--- config.mk ---
export PLATFORM = sky130hd
export DESIGN_NAME = cast_credit_sender
export DESIGN_NICKNAME = d
export VERILOG_FILES = /design/src/rtl/cast_credit_sender_pkg.sv /design/src/rtl/cast_credit_sender_credit_counter.sv /design/src/rtl/cast_credit_sender.sv
export SDC_FILE = /design/constraint.sdc
export NUM_CORES = 1
export LEC_CHECK = 0
export CAP_MARGIN = 10
export CORE_MARGIN = 4
export CORE_UTILIZATION = 46
export CTS_CLUSTER_SIZE = 16
export DETAILED_ROUTE_END_ITERATION = 8
export DONT_BUFFER_PORTS = 1
export GPL_ROUTABILITY_DRIVEN = 0
export HOLD_SLACK_MARGIN = 0.06
export PLACE_DENSITY = 0.6
export SLEW_MARGIN = 40
export SYNTH_ARGS = -nofsm -noshare
export SYNTH_HDL_FRONTEND = slang
export SYNTH_SLANG_ARGS = --single-unit
--- constraint.sdc ---
create_clock -name clk -period 4.8 [get_ports clk]
set_input_delay 0.96 -clock clk [delete_from_list [all_inputs] [get_ports clk]]
set_output_delay 0.96 -clock clk [all_outputs]
set_load 0.005 [all_outputs]
--- src/rtl/cast_credit_sender_pkg.sv ---
// Shared sizing for the cast network plus small types used by the credit sender.
// The macros are the codebase-wide link parameters that PE and sender both see.
`ifndef BUFFER_ALLOC
`define BUFFER_ALLOC 4
`endif
`ifndef BUFFER_ALLOC_LOG
`define BUFFER_ALLOC_LOG 2
`endif
`ifndef DW
`define DW 16
`endif
`ifndef CREDIT_W
`define CREDIT_W (`BUFFER_ALLOC_LOG+1)
`endif

package cast_credit_sender_pkg;

  localparam int DW         = `DW;
  localparam int SKID_DEPTH = 2;

  typedef logic [DW-1:0] flit_t;
  typedef logic [1:0]    occ_t;

  // Which transfers happen on the current edge; drives the occupancy update.
  typedef enum logic [1:0] {
    XFER_IDLE = 2'b00,
    XFER_IN   = 2'b01,
    XFER_OUT  = 2'b10,
    XFER_BOTH = 2'b11
  } xfer_e;

  function automatic xfer_e xfer_kind(input logic in_fire, input logic out_fire);
    return xfer_e'({out_fire, in_fire});
  endfunction

endpackage

--- src/rtl/cast_credit_sender_credit_counter.sv ---
// Credit counter: one credit spent per flit sent, one returned per update pulse.
// Saturates at INIT; a return that would exceed INIT is flagged via overflow.
module credit_counter #(
  parameter int INIT = 4,
  parameter int W    = 3
) (
  input  logic         clk,
  input  logic         rst,
  input  logic         dec,
  input  logic         inc,
  output logic [W-1:0] count,
  output logic         overflow
);

  localparam logic [W-1:0] INIT_V = W'(INIT);

  // A return with no matching spend while already full is a protocol error.
  assign overflow = inc & ~dec & (count == INIT_V);

  // Count update; a spend and a return on the same edge cancel out.
  // NOTE: sequential state uses non-blocking assignments so every flop samples pre-edge values.
  always_ff @(posedge clk or posedge rst) begin
    if (rst) begin
      count <= INIT_V;
    end else if (inc && !dec && !overflow) begin
      count <= count + 1'b1;
    end else if (dec && !inc) begin
      count <= count - 1'b1;
    end
  end

endmodule

--- src/rtl/cast_credit_sender.sv ---
// Credit-based injection stage for one cast-network link: a 2-entry skid buffer
// whose head flit is forwarded only while credit for the downstream FIFO remains.
module cast_credit_sender
  import cast_credit_sender_pkg::*;
#(
  parameter int CREDIT_INIT = `BUFFER_ALLOC,
  parameter int CW          = `CREDIT_W
) (
  input  logic          clk,
  input  logic          rst,
  input  logic          valid_i,
  input  logic [DW-1:0] data_i,
  output logic          ready_o,
  output logic          valid_o,
  output logic [DW-1:0] data_o,
  input  logic          ready_i,
  input  logic          credit_upd_i,
  output logic [CW-1:0] credits_o,
  output logic          err_o
);

  flit_t mem [SKID_DEPTH];
  logic  head;
  logic  tail;
  occ_t  occ;
  logic  in_fire;
  logic  out_fire;
  logic  overflow;
  logic  stall_err;

  assign ready_o  = (occ != 2'd2);
  assign valid_o  = (occ != 2'd0) && (credits_o != '0);
  assign data_o   = mem[head];
  assign in_fire  = valid_i & ready_o;
  assign out_fire = valid_o & ready_i;

  // Downstream refusing a flit while we hold every credit means its FIFO lies about being full.
  assign stall_err = valid_o & ~ready_i & (credits_o == CW'(CREDIT_INIT));

  credit_counter #(
    .INIT (CREDIT_INIT),
    .W    (CW)
  ) u_credit_counter (
    .clk      (clk),
    .rst      (rst),
    .dec      (out_fire),
    .inc      (credit_upd_i),
    .count    (credits_o),
    .overflow (overflow)
  );

  // Skid storage: accepted flits written at tail, head advances on each send.
  // NOTE: the two entries are reset because data_o shows the head entry and must read zero out of reset.
  always_ff @(posedge clk or posedge rst) begin
    if (rst) begin
      for (int i = 0; i < SKID_DEPTH; i++) mem[i] <= '0;
      head <= 1'b0;
      tail <= 1'b0;
    end else begin
      if (in_fire) begin
        mem[tail] <= data_i;
        tail      <= ~tail;
      end
      if (out_fire) head <= ~head;
    end
  end

  // Occupancy: simultaneous accept and send leave it unchanged.
  always_ff @(posedge clk or posedge rst) begin
    if (rst) begin
      occ <= 2'd0;
    end else begin
      case (xfer_kind(in_fire, out_fire))
        XFER_IN:  occ <= occ + 2'd1;
        XFER_OUT: occ <= occ - 2'd1;
        default:  occ <= occ;
      endcase
    end
  end

  // Sticky protocol error; only reset clears it.
  always_ff @(posedge clk or posedge rst) begin
    if (rst) begin
      err_o <= 1'b0;
    end else if (overflow || stall_err) begin
      err_o <= 1'b1;
    end
  end

endmodule

Word level (Yosys, flattened, before mapping)
Cells that the tools add are included.

cells by class
  muxes and demuxes = 9
  order comparisons = 3
  $add $sub $neg = 4
  reduce and logical (&&, ||, !) cells = 13
  equal/unequal tests = 4
  bitwise operators = 12

operators with widths
  kind                   number
  $mux W16               4
  $bwmux W32             1
  $demux W16 S1          1
  $and A1 B1 Y1          6
  $mux W3                2
  $reduce_bool A2 Y1     3
  $logic_and A1 B1 Y1    5
  $ge A2 B2 Y1 const B   2
  $not A1 Y1             4
  $not A1 Y2             2
  $pmux W2 S2            1
  $add A3 B1 Y3 const B  1
  $eq A3 B3 Y1 const B   1
  $logic_not A1 Y1       3
  $reduce_bool A3 Y1     1
  $sub A3 B1 Y3 const B  1
  $add A2 B1 Y2 const B  1
  $eq A2 B1 Y1 const B   1
  $eq A2 B2 Y1 const B   1
  $lt A2 B1 Y1 const B   1
  $ne A2 B2 Y1 const B   1
  $sub A2 B1 Y2 const B  1
  $logic_or A1 B1 Y1     1

storage, ports and cells
  input bits = 21
  flip-flop bits (word level) = 40

Depth between registers and ports, before layout
Gate-level depths: netlist (run 1).

  depth in word-level cells = 9
  gate-level depth with buffers = 7
  depth with buffers taken out = 7

Cells and area by module
A second synthesis (run 1) with hierarchy kept.

unflattened totals
  cells, all modules = 133
  area, all modules = 1966.9 um^2

by module, submodules not included
  module              area an instance (um^2)  cells each  times used
  cast_credit_sender  1754.2                   109         1
  credit_counter      212.7                    24          1

Least setup slack after synthesis (run 1)
OpenSTA, ideal clock, no wires.

  path type = register to output
  from = register head
  to = output port data_o[1]
  arrival time = 1.327 ns
  data required time = 3.840 ns
  setup slack = 2.513 ns
  stages on the path, launching flop included = 4
  path buffers = 2
  cell sequence = dfrtp_1 clkbuf_1 buf_1 mux2_2

between the ends
  longest elaborated chain between the ends = 4

ends and longest elaborated chain
  item                                         RTL line                  text
  start, declared                              cast_credit_sender.sv:23  logic head;
  start signal, assigned                       cast_credit_sender.sv:64  if (out_fire) head <= ~head;
  $not A1 Y2 (implied by the code)             cast_credit_sender.sv:33  assign data_o = mem[head];
  $mux W16 (implied by the code) (3 in a row)  cast_credit_sender.sv:33
  end, declared                                cast_credit_sender.sv:15  output logic [DW-1:0] data_o,

Every way passes these cells. The select of a mux whose other input is x is not followed.

Final worst setup path (run 1)
  from = register head
  to = output port data_o[2]

Same word-level chain as after synthesis.

==> results.yml, run 1 <==
cells_and_area:
  fin_nets: 150
  layout-area-overhead-vs-synth_pct: 6.12
  antenna_cells: 0
  postLayoutCoreUtil_pct: 52.4
  finalInstanceArea_um2: 1970
  multi_input_combinational_cell_area_um2: 803
  combined_flip_flop_and_latch_cell_area_um2: 1000
  finalNonFillerCells: 176
  layout.filler_cells: 329
  layout-drive-gt1-share_pct: 49.2
floorplanning:
  floorplan.die_area_um2: 5130
  top_level_ports: 43
  initial_standard_cell_utilization_of_the_core_pct: 49.3
  die_h_um: 71.6
  std_cell_rows: 22
  dieWidth_um: 71.6
  core_area_um2: 3770
route:
  route.layer.met1.wl_mm: 1.35
  viasPerCell: 5.47
  maxUsedRoutingLayer: "met4"
  first_iter_violations: 35
  via_count: 962
  post_drt_wl_per_cell_um: 18.7
  ant_nets: 0
  drt_drc_violations_left: 0
  wl_mm: 3.30
  first_pass_iters: 5
  wl_met3_um: 292
  dr_wl_met2_mm: 1.62
timing:
  setup_total_negative_slack_ns: 0
  unrepaired_setup_endpoints_after_global_routing: "no"
  measured_slew_at_the_worst_slew_check_pin_ns: 0.770
  report.final.hold_viol_count: 0
  timing_max_transition_violations_final: 0
  post_route_clock_skew_ns: 0.00431
  finalWorstSetupSlack_ns: 2.27
  post_layout_min_period_ns: 2.53
  max_freq_ghz: 0.395
  fin_crit_sh_pct: 52.7
  hold-worst-slack_ns: 0.503
  relSlewSlack_pct: 48.6
  report.final.setup_viol: 0
critical_path:
  worst_path_top_cell_family_by_delay: "flip-flops"
  critical_path.max_fanout: 17
  slowest_delay_ns: 0.85
  critical_path_depth: 1
  worst_path_max_delay_cell: "dfrtp_1"
  setup_crit_start_kind: "flop"
  endpoint_kind_of_the_worst_setup_timing_path: "primary output"
  worstPathBufferInverterCount: 0
  arrival_ns: 1.57
  required_ns: 3.84
  timing.reg2reg.worst_path_depth: 6
  timing_worst_setup_path_type: "reg -> out"
  cp_cell_sequence: "mux2_2"
synthesis:
  asyncSetResetFlopFracSynth_pct: 100
  muxShareOfSynthArea_pct: 30.9
  edff_count_synth: 0
  post_synth_fa_ha_maj_area_fraction_pct: 1.75
  synthDominantAreaCellType: "dfrtp_1"
  synthesis.instances: 124
  yosys.area_share.xor_xnor_pct: 3.30
  ys_seq_area_share_pct: 53.9
  leading_post_synthesis_cells_by_instance_count: "dfrtp_1 (39), mux2_2 (39), mux2_4 (9)"
  synth_top_family_by_area: "multiplexers"
  syn-num-nets: 147
  synth-warning-count: 0
  synth.ff_latch_count: 40
  synthesis.area_per_instance_um2: 15.0
  yosys.cell_types.count: 30
  syn_area_um2: 1860
  yosys-top-cells-area: "dfrtp_1 (52%), mux2_2 (24%), mux2_4 (7.3%)"
  yosysTopAreaCellShare_pct: 52.5
  top_flip_flop_cell_by_instance_count_after_synthesis: "dfrtp_1"
  synth-compound-area-share_pct: 3.16
  synth-simple-area-share_pct: 4.10
pwr:
  power.density_nw_per_um2: 727
  total_power_mw: 1.44
  static-leakage-power_nw: 0.869
  power.ir.vdd_worst_uv: 385
clock_network:
  post_cts.repair.setup_buffers: 0
  cts_buffer_depth: 2
  post_cts.resized_instances: 0
  holdBufCountCts: 0
  clkTransAtPathRegs_ns: 0.07
  clkSinkCount: 40
  cts-root-buf: "clkbuf_8"
  tritoncts: "yes"
  ctsHtreeMaxLevel: 2
  worst_skew_pair.late_latency_ns: 0.28
  cts_inserted_buffers: 5
placement:
  dpl.hpwl_mm: 2.24
  preCtsSetupSlack_ns: 2.40
  placedCellCount: 168
  dpl_cell_area_um2: 1880
  io_buffers: 0
grt:
  grt_pass1_wl_mm: 5.16
  grt_pass1_vias: 1033
  grt_start_max_net_pins: 41
  antenna_violations_before_repair: 0
  gr-usage-all-layers_pct: 13.5
  grt.overflow.total: 0
worst_hold_path:
  hold_path_depth: 1
  hold_path.class: "reg -> reg"
status:
  status: "completed"
run:
  cap_viol_max_count: 0
[power by group]
group	internal (mW)	total (mW)	switching (mW)
sequential	0.514	0.657	0.144
combinational	0.344	0.557	0.213
clock	0.117	0.221	0.104
[placed cells by master (no fill, tap or decap), drive strengths merged, types with 2 or more instances in the layout]
cell,netlist,final
dfrtp,39,39
mux2,48,48
or2,2,2
xnor2,3,3
clkbuf,1,8
o21ai,2,2
xor2,4,4
inv,3,3
nand2,4,4
[per-layer routing]
layer,global-route usage [%],vias to the layer above
met5,0,-
met2,20.7,37
met1,15.9,483
met4,5.64,0
li1,-,438
met3,7.01,4
[sequential cells by signal (all words and copies together) (netlist names)]
register,flops
err_o,1
head,1
mem,32
occ,2
tail,1
u_credit_counter.count,3
[kinds of logic after synthesis]
kind of cell,count (synthesis)
compound gates,8
xor+xnor,7
fa+ha+maj,2
buf+inv,8
flops,40
mux,48
simple gates,11
[layout make-up]
type                            instances  area share (%)
Sequential cell                        40            50.8
Multi-Input combinational cell         76            40.7
Clock buffer                            8            4.56
Tap cell                               48            3.04
Inverter                                3           0.570
Timing Repair Buffer                    1           0.380
[worst paths after layout]
path	startpoint	end	slack, ns
max	head$_DFFE_PP0P_	data_o[2]	2.27
max reg2reg	occ[1]$_DFFE_PP0P_	u_credit_counter.count[2]$_DFFE_PP1P_	2.68
min	mem[9]$_DFFE_PP0P_	mem[9]$_DFFE_PP0P_	0.50
max in group asynchronous	rst	u_credit_counter.count[2]$_DFFE_PP1P_	3.76
min reg2reg	mem[9]$_DFFE_PP0P_	mem[9]$_DFFE_PP0P_	0.50
min in group asynchronous	rst	mem[22]$_DFFE_PP0P_	0.69
Note: power is estimated with default switching activity, not from simulation.
==> run 2, diff against run 1 <==
--- a/config.mk
+++ b/config.mk
@@ -13,7 +13,7 @@
 export DONT_BUFFER_PORTS = 1
 export GPL_ROUTABILITY_DRIVEN = 0
 export HOLD_SLACK_MARGIN = 0.06
-export PLACE_DENSITY = 0.6
+export PLACE_DENSITY = 0.62
 export SLEW_MARGIN = 40
 export SYNTH_ARGS = -nofsm -noshare
 export SYNTH_HDL_FRONTEND = slang
==> constraint.sdc (replaced) <==
create_clock -name clk -period 2.2 [get_ports clk]
set_input_delay 0.44 -clock clk [delete_from_list [all_inputs] [get_ports clk]]
set_output_delay 0.44 -clock clk [all_outputs]
set_load 0.005 [all_outputs]
==> run 2 against run 1 <==
  * Register-to-register slack got worse by 2.5 ns
  * First-iteration DRC count is 14% higher
  * Core utilization rose by 0.86 points
  * Routed wire length is 5.0% lower
  * Via count decreased by 0.42%
  * Critical path type is now reg -> reg
==> results.yml, run 2 (synthesis results as in run 1) <==
floorplanning:
  top_level_ports: 43
  dieWidth_um: 71.6
  std_cell_rows: 22
  die_h_um: 71.6
  initial_standard_cell_utilization_of_the_core_pct: 49.3
  floorplan.die_area_um2: 5130
  core_area_um2: 3770
run:
  cap_viol_max_count: 0
critical_path:
  slowest_delay_ns: 0.58
  worst_path_max_delay_cell: "dfstp_2"
  setup_crit_start_kind: "flop"
  critical_path.max_fanout: 5
  r2r_end: "u_credit_counter.count[1]$_DFFE_PP0P_"
  worst_r2r_startpoint: "u_credit_counter.count[2]$_DFFE_PP1P_"
  worst_setup_path_startpoint: "u_credit_counter.count[2]$_DFFE_PP1P_"
  arrival_ns: 2.19
  reg2reg_slack_ns: 0.18
  endpoint_kind_of_the_worst_setup_timing_path: "flop"
  required_ns: 2.37
  timing.reg2reg.worst_path_depth: 4
  timing_worst_setup_path_type: "reg -> reg"
  cp_cell_sequence: "or3b_2, o211ai_1, fa_1, a22o_1"
clock_network:
  ctsHtreeMaxLevel: 2
  cts_buffer_depth: 2
  post_cts.repair.setup_buffers: 0
  clkTransAtPathRegs_ns: 0.07
  tritoncts: "yes"
  worst_skew_pair.late_latency_ns: 0.28
  cts_inserted_buffers: 5
  clkSinkCount: 40
  post_cts.resized_instances: 0
  cts-root-buf: "clkbuf_8"
  holdBufCountCts: 0
timing:
  setup_total_negative_slack_ns: 0
  report.final.hold_viol_count: 0
  fin_crit_sh_pct: 91.7
  post_route_clock_skew_ns: 0.00258
  report.final.setup_viol: 0
  post_layout_min_period_ns: 2.02
  relSlewSlack_pct: 65.8
  measured_slew_at_the_worst_slew_check_pin_ns: 0.513
  hold-worst-slack_ns: 0.167
  unrepaired_setup_endpoints_after_global_routing: "no"
  max_freq_ghz: 0.496
  timing_max_transition_violations_final: 0
cells_and_area:
  most-common-layout-cells: "mux2_2 (39), dfrtp_1 (39), mux2_4 (9)"
  regMostFlops: "mem"
  postLayoutCoreUtil_pct: 53.2
  layout_top_registers: "mem (32), u_credit_counter.count (3), occ (2)"
  finalInstanceArea_um2: 2010
  layout-area-overhead-vs-synth_pct: 7.87
  largest_register_ffs: 32
  layout-drive-gt1-share_pct: 50.8
  fin_nets: 152
  antenna_cells: 0
grt:
  gr-usage-met2_pct: 20.0
  grt_pass1_wl_mm: 5.39
  globalRouteMet1Util_pct: 17.1
  grt_pass1_vias: 1065
  antenna_violations_before_repair: 0
  groute.layer.met3.usage_pct: 7.29
  grt_most_used_layer: "met2"
  grt_start_max_net_pins: 41
  grt.overflow.total: 0
  gr-usage-all-layers_pct: 13.6
pwr:
  power.density_nw_per_um2: 1610
  static-leakage-power_nw: 0.888
  total_power_mw: 3.23
  power.ir.vdd_worst_uv: 703
route:
  post_drt_wl_per_cell_um: 17.6
  via_count: 958
  ant_nets: 0
  viasPerCell: 5.38
  wl_mm: 3.13
  first_iter_violations: 40
  drt_drc_violations_left: 0
  first_pass_iters: 2
placement:
  dpl_cell_area_um2: 1900
  io_buffers: 0
  dpl.hpwl_mm: 2.16
status:
  status: "completed"
worst_hold_path:
  hold_path.class: "in -> async"
run 2: area by class of cell:
class / instances / area [µm²]
fillers: 324 / 1760
flip-flops and latches: 40 / 1000
multi-input cells: 76 / 803
clock buffers: 6 / 72.6
well taps: 48 / 60.1
clock inverters: 2 / 35.0
repair buffers: 3 / 22.5
inverters: 3 / 11.3
run 2: how the worst max path moves through the flow:
stage	slack, ns	end
floorplan	0.27	u_credit_counter.count[1]$_DFFE_PP0P_
global placement	0.23	u_credit_counter.count[1]$_DFFE_PP0P_
detailed placement	0.19	u_credit_counter.count[1]$_DFFE_PP0P_
CTS	0.17	u_credit_counter.count[1]$_DFFE_PP0P_
global route	0.06	u_credit_counter.count[2]$_DFFE_PP1P_
finish	0.18	u_credit_counter.count[1]$_DFFE_PP0P_
run 2: per-stage QoR:
step / setup WS, ns / instances
floorplan: 0.275 / 124
global placement: 0.227 / 170
detailed placement: 0.186 / 170
CTS: 0.175 / 178
global route: 0.0554 / 178
finish: 0.182 / 178
run 2: critical path, delay by kind of cell, from the launching register on:
kind / cells / cell delay, ns
AND/OR/NAND/NOR: 1 / 0.47
flip-flops: 1 / 0.58
AO/OA/AOI/OAI: 2 / 0.39
adder cells (fa/ha/maj): 1 / 0.47
run 2: metal layers:
| metal | routed length, µm | share of wire, % | up-vias |
|---|---|---|---|
| li1 | - | - | 442 |
| met1 | 1330 | 42 | 483 |
| met2 | 1450 | 46 | 28 |
| met3 | 313 | 10 | 5 |
| met4 | 40 | 1.3 | 0 |
| met5 | 0 | 0 | - |
run 2: where the power goes:
part           switching, mW  internal (mW)  leakage (nW)
sequential             0.261           1.12         0.467
combinational          0.504          0.771         0.366
clock                  0.241          0.337        0.0552
total                   1.01           2.23         0.888
